--- src/rtl/window_sum_tracker_pkg.sv ---
// Shared constants and state encoding for the windowed-sum consumer and its delay line.
package window_sum_tracker_pkg;

  localparam int WIDTH = 8;
  localparam int DEPTH = 5;
  localparam int SUM_W = 11;
  localparam int CNT_W = 8;

  typedef enum logic {
    FILL = 1'b0,
    RUN  = 1'b1
  } state_t;

endpackage

--- src/rtl/window_sum_tracker_if.sv ---
// Sample, control and result signals between the delay-line side and the window tracker.
interface window_sum_tracker_if;
  import window_sum_tracker_pkg::*;

  logic [WIDTH-1:0] new_sample;
  logic [WIDTH-1:0] old_sample;
  logic             clr;
  logic [SUM_W-1:0] threshold;
  logic [SUM_W-1:0] sum;
  logic             sum_valid;
  logic             above_thresh;
  logic [SUM_W-1:0] peak_sum;
  logic [CNT_W-1:0] over_count;

  modport master (
    output new_sample, old_sample, clr, threshold,
    input  sum, sum_valid, above_thresh, peak_sum, over_count
  );

  modport slave (
    input  new_sample, old_sample, clr, threshold,
    output sum, sum_valid, above_thresh, peak_sum, over_count
  );

endinterface

--- src/rtl/window_sum_tracker_sat_counter.sv ---
// Up-counter with enable and synchronous clear that sticks at its all-ones value.
module window_sum_tracker_sat_counter #(
  parameter int W = 8
) (
  input  logic         clk,
  input  logic         rst,
  input  logic         en,
  input  logic         clr,
  output logic [W-1:0] q
);

  logic [W-1:0] count_reg;

  always_ff @(posedge clk or negedge rst) begin
    if (!rst) begin
      count_reg <= '0;
    end else if (clr) begin
      count_reg <= '0;
    end else if (en && (count_reg != '1)) begin
      count_reg <= count_reg + 1'b1;
    end
  end

  assign q = count_reg;

endmodule

--- src/rtl/window_sum_tracker.sv ---
// Running sum of the last DEPTH samples (sum += new - old) with threshold flag,
// peak tracking and a saturating above-threshold cycle counter.
module window_sum_tracker
  import window_sum_tracker_pkg::*;
(
  input  logic                 clk,
  input  logic                 rst,
  window_sum_tracker_if.slave  bus
);

  localparam int EXT_W = SUM_W + 1;
  localparam int FC_W  = $clog2(DEPTH + 1);
  localparam logic [FC_W-1:0] FILL_LAST = FC_W'(DEPTH);

  state_t           state_reg, state_next;
  logic [FC_W-1:0]  fill_cnt_reg, fill_cnt_next;
  logic [SUM_W-1:0] sum_reg, sum_next;
  logic [SUM_W-1:0] peak_reg, peak_next;
  logic             above_reg, above_next;
  logic             valid_next;
  logic [EXT_W-1:0] sum_ext;
  logic [CNT_W-1:0] over_count;

  // State register
  always_ff @(posedge clk or negedge rst) begin
    if (!rst) begin
      state_reg    <= FILL;
      fill_cnt_reg <= '0;
      sum_reg      <= '0;
      peak_reg     <= '0;
      above_reg    <= 1'b0;
    end else begin
      state_reg    <= state_next;
      fill_cnt_reg <= fill_cnt_next;
      sum_reg      <= sum_next;
      peak_reg     <= peak_next;
      above_reg    <= above_next;
    end
  end

  // Next-state and datapath
  always_comb begin
    state_next    = state_reg;
    fill_cnt_next = fill_cnt_reg;
    sum_ext       = EXT_W'(sum_reg) + EXT_W'(bus.new_sample);
    if (bus.clr) begin
      // Restart the window from this sample; the delay line still holds old data.
      sum_ext       = EXT_W'(bus.new_sample);
      fill_cnt_next = FC_W'(1);
      state_next    = (DEPTH == 1) ? RUN : FILL;
    end else begin
      case (state_reg)
        FILL: begin
          fill_cnt_next = fill_cnt_reg + 1'b1;
          if ((fill_cnt_reg + 1'b1) == FILL_LAST) begin
            state_next = RUN;
          end
        end
        RUN: begin
          sum_ext = EXT_W'(sum_reg) + EXT_W'(bus.new_sample) - EXT_W'(bus.old_sample);
        end
        default: state_next = FILL;
      endcase
    end

    sum_next   = SUM_W'(sum_ext);
    valid_next = (state_next == RUN);
    above_next = !bus.clr && valid_next && (sum_next >= bus.threshold);

    peak_next = peak_reg;
    if (bus.clr) begin
      peak_next = '0;
    end else if (valid_next && (sum_next > peak_reg)) begin
      peak_next = sum_next;
    end
  end

  window_sum_tracker_sat_counter #(
    .W (CNT_W)
  ) u_over_cnt (
    .clk (clk),
    .rst (rst),
    .en  (above_next),
    .clr (bus.clr),
    .q   (over_count)
  );

  // Outputs
  always_comb begin
    bus.sum          = sum_reg;
    bus.sum_valid    = (state_reg == RUN);
    bus.above_thresh = above_reg;
    bus.peak_sum     = peak_reg;
    bus.over_count   = over_count;
  end

endmodule

--- src/flat_wrapper.sv ---
// flat-port wrapper written by rule: the top's interface ports become plain ports
module window_sum_tracker_flat import window_sum_tracker_pkg::*;
  (clk, rst, bus_new_sample, bus_old_sample, bus_clr, bus_threshold, bus_sum, bus_sum_valid, bus_above_thresh, bus_peak_sum, bus_over_count);
  window_sum_tracker_if bus_i ();
  input  logic clk;
  input  logic rst;
  input wire logic [$bits(bus_i.new_sample)-1:0] bus_new_sample;
  input wire logic [$bits(bus_i.old_sample)-1:0] bus_old_sample;
  input wire logic [$bits(bus_i.clr)-1:0] bus_clr;
  input wire logic [$bits(bus_i.threshold)-1:0] bus_threshold;
  output wire logic [$bits(bus_i.sum)-1:0] bus_sum;
  output wire logic [$bits(bus_i.sum_valid)-1:0] bus_sum_valid;
  output wire logic [$bits(bus_i.above_thresh)-1:0] bus_above_thresh;
  output wire logic [$bits(bus_i.peak_sum)-1:0] bus_peak_sum;
  output wire logic [$bits(bus_i.over_count)-1:0] bus_over_count;
  assign bus_i.new_sample = bus_new_sample;
  assign bus_i.old_sample = bus_old_sample;
  assign bus_i.clr = bus_clr;
  assign bus_i.threshold = bus_threshold;
  assign bus_sum = bus_i.sum;
  assign bus_sum_valid = bus_i.sum_valid;
  assign bus_above_thresh = bus_i.above_thresh;
  assign bus_peak_sum = bus_i.peak_sum;
  assign bus_over_count = bus_i.over_count;
  window_sum_tracker u_core (.clk(clk), .rst(rst), .bus(bus_i));
endmodule
--- config.mk ---
export PLATFORM = sky130hd
export DESIGN_NAME = window_sum_tracker_flat
export DESIGN_NICKNAME = d
export VERILOG_FILES = /design/src/rtl/window_sum_tracker_pkg.sv /design/src/rtl/window_sum_tracker_if.sv /design/src/rtl/window_sum_tracker_sat_counter.sv /design/src/rtl/window_sum_tracker.sv /design/src/flat_wrapper.sv
export SDC_FILE = /design/constraint.sdc
export NUM_CORES = 1
export LEC_CHECK = 0
export CAP_MARGIN = 15
export CORE_MARGIN = 2
export CORE_UTILIZATION = 30
export DETAILED_ROUTE_END_ITERATION = 6
export GPL_TIMING_DRIVEN = 1
export HOLD_SLACK_MARGIN = 0.15
export PLACE_DENSITY = 0.51
export SYNTH_ARGS = -nofsm -noshare
export SYNTH_HDL_FRONTEND = slang
export SYNTH_SLANG_ARGS = --single-unit
--- constraint.sdc ---
create_clock -name clk -period 7.67 [get_ports clk]
set_clock_uncertainty 0.1 [all_clocks]
set_input_delay 1.534 -clock clk [delete_from_list [all_inputs] [get_ports clk]]
set_output_delay 1.534 -clock clk [all_outputs]
set_load 0.02 [all_outputs]
==> results.toml <==
[status]
outcome = "completed"

[min_path]
hold_class = "reg -> reg"

[grt]
overflow = 0
grt_util_all_layers = 0.1629
antenna_found_initial = 0
grt_pass1_vias = 2826
grt_pass1_wl_mm = 14.52
grt_max_degree = 36

[floorplan]
dieWidth_um = 105.4
die_area_mm2 = 0.01112
initial_core_util = 0.3045
rows = 37
core_mm2 = 0.01014
io_pins = 62
die_height_um = 105.4

[job]
maxCapViolations = 0

[drt]
drc = 0
drtAntennaViolNets = 0
viasPerCell = 5.112
totalWireLength_mm = 8.655
firstDrtPassIters = 5
vias = 2776
dr.first_iter.drc_count = 128
wl_per_cell_um = 15.94

[yosys]
synth_async_sr_flop_share = 1.000
synth.area.top_cells = "dfrtp_1 28%, ha_1 17%, inv_1 4.9%, a21oi_1 3.1%, nor2_1 2.8%"
syn_area_mm2 = 0.003087
ys_ff_latch = 35
yosysTopAreaCellShare = 0.2837
synth-main-ff-cell = "dfrtp_1"
synth_nets = 416
synth_most_common_cell = "ha_1"
synth_area_per_cell_um2 = 8.999
syn_inst = 343
synth_edf_count = 0
synth-seq-area-share = 0.2837
yosysWarningCount = 0
synth_top_cells_by_count = "41 x ha_1, 40 x inv_1, 35 x dfrtp_1"
synth.distinct_cells = 59
yosys.area.top_type = "dfrtp_1"

[cts]
ctsHoldBuffers = 0
cts_tree = "done"
clockBufferDepth = 2
clkSlewWorstSetupHoldPaths_ns = 0.08
cts-resized-gates = 0
numCtsBuffers = 5
clk_latency_ns = 0.29
cts_setup_buffers = 0
htree_levels = 2
cts_root_buf = "clkbuf_8"
clock-sinks = 35

[worst_setup_path]
crit_type = "in -> reg"
start_kind = "input port"
worstPathMaxFanout = 10
cp.arrival_ns = 6.69
crit_required_ns = 7.79
crit_path_end_kind = "register"

[place]
gp_congestion = 0.8156
placed_cells = 535
dp_hpwl_mm = 6.840
port_buffers = 61

[sta]
holdWs_ns = 0.4295
hold_violations = 0
timing.setup.tns_ns = 0
setup_violations = 0
maxSlewViolCount = 0
timing.fmax_ghz = 0.1522
rsz0062_at_grt = "no"
worstMarginPinSlew_ns = 0.7618
final.min_clock_period_ns = 6.570
relSlewSlack = 0.4921
fin_crit_sh = 0.8566

[finish]
nets = 479
fin_cells = 543
num-fill-cells = 1031
drive_above_1_share = 0.07125
antenna_cells = 0
area_delta_synth_final_pct = 28.70
utilization = 0.3918

[power_and_ir_drop]
total_power_uw = 1391
p_leak_uw = 0.001753
ir_drop_uv = 92.68
powerDensity_mw_per_mm2 = 350.2
-- final timing paths --
kind,slack (ns),endpoint,start,depth (start not counted)
min in group asynchronous,1.57,u_core.bus.peak_sum[8],rst,2
max reg2reg,2.44,u_core.bus.peak_sum[10],u_core.bus.sum[4],20
min,0.43,u_core.u_over_cnt.q[6],u_core.u_over_cnt.q[6],1
min reg2reg,0.43,u_core.u_over_cnt.q[6],u_core.u_over_cnt.q[6],1
max,1.10,u_core.bus.peak_sum[10],bus_new_sample[0],23
max in group asynchronous,5.56,u_core.bus.peak_sum[5],rst,2
-- cell usage in the layout (no fill, tap or decap), types with 3 or more instances in the layout --
| cell | n |
|---|---|
| clkdlybuf4s50_1 | 61 |
| ha_1 | 41 |
| inv_1 | 40 |
| dfrtp_1 | 35 |
| nor2_1 | 23 |
| a21oi_1 | 19 |
| nand2_1 | 17 |
| a21o_1 | 11 |
| nand3_1 | 10 |
| xnor2_1 | 9 |
| o21ai_0 | 9 |
| nor3_1 | 8 |
| o31ai_1 | 8 |
| o21a_1 | 7 |
| nand2b_1 | 7 |
| o211ai_1 | 7 |
| mux2_2 | 6 |
| mux2i_1 | 6 |
| clkbuf_8 | 6 |
| a211oi_1 | 5 |
| nor2b_1 | 5 |
| xor2_1 | 5 |
| nand4_1 | 4 |
| o211a_1 | 3 |
| or2_2 | 3 |
| and3_1 | 3 |
| o2111ai_1 | 3 |
| a31oi_1 | 3 |
| o41ai_1 | 3 |
| buf_4 | 3 |
-- per-layer routing --
metal	GRT usage	vias up	routed length (µm)
li1	-	1376	-
met1	0.2237	1318	4175
met2	0.2691	75	3979
met3	0.03278	7	438
met4	0.02571	0	61
met5	0	-	0
-- where the power goes --
group	internal, µW	total, µW	switching (µW)
clock	105	179	73.8
sequential	231	284	53.3
combinational	411	928	516
-- area by class of cell --
cell class                 instances  area, µm²  area share
multi-input combinational        259       2022      0.5090
sequential                        35      875.8      0.2205
timing repair buffer              64      633.1      0.1594
tap                              136      170.2     0.04283
inverter                          41      153.9     0.03874
clock buffer                       6      82.58     0.02079
clock inverter                     2      35.03    0.008819
-- stage by stage --
| step | area, µm² | setup slack (ns) |
|---|---|---|
| after global routing | 3973 | 0.7191 |
| after CTS | 3973 | 1.099 |
| after floorplan | 3087 | 1.845 |
| final | 3973 | 1.100 |
| after global placement | 3855 | 0.9082 |
| after detailed placement | 3855 | 0.8034 |
-- cells by family (layout without fill, tap and decap cells) --
group / count (synthesis) / after routing / share of synthesized area
compound gates: 102 / 102 / 0.2534
simple gates: 88 / 88 / 0.1415
buf+inv: 49 / 113 / 0.06120
fa+ha+maj: 43 / 43 / 0.1792
flops: 35 / 35 / 0.2837
xor+xnor: 14 / 14 / 0.03973
mux: 12 / 12 / 0.04134
-- critical path, cell delays in order --
cell	delay [ns]
clkdlybuf4s50_1	0.49
ha_1	0.17
inv_1	0.05
fa_1	0.41
nor2b_1	0.23
o21ai_0	0.17
nand2_1	0.10
xnor2_1	0.18
inv_1	0.08
ha_1	0.33
a21o_1	0.20
a221oi_1	0.30
o21a_1	0.21
o21ai_2	0.09
o21a_1	0.18
nor3_1	0.32
ha_1	0.21
nand4_1	0.12
a21oi_1	0.13
o41ai_1	0.09
a31oi_2	0.43
or4b_1	0.48
a31oi_1	0.17
No activity file was read; power rests on OpenSTA's default activity.
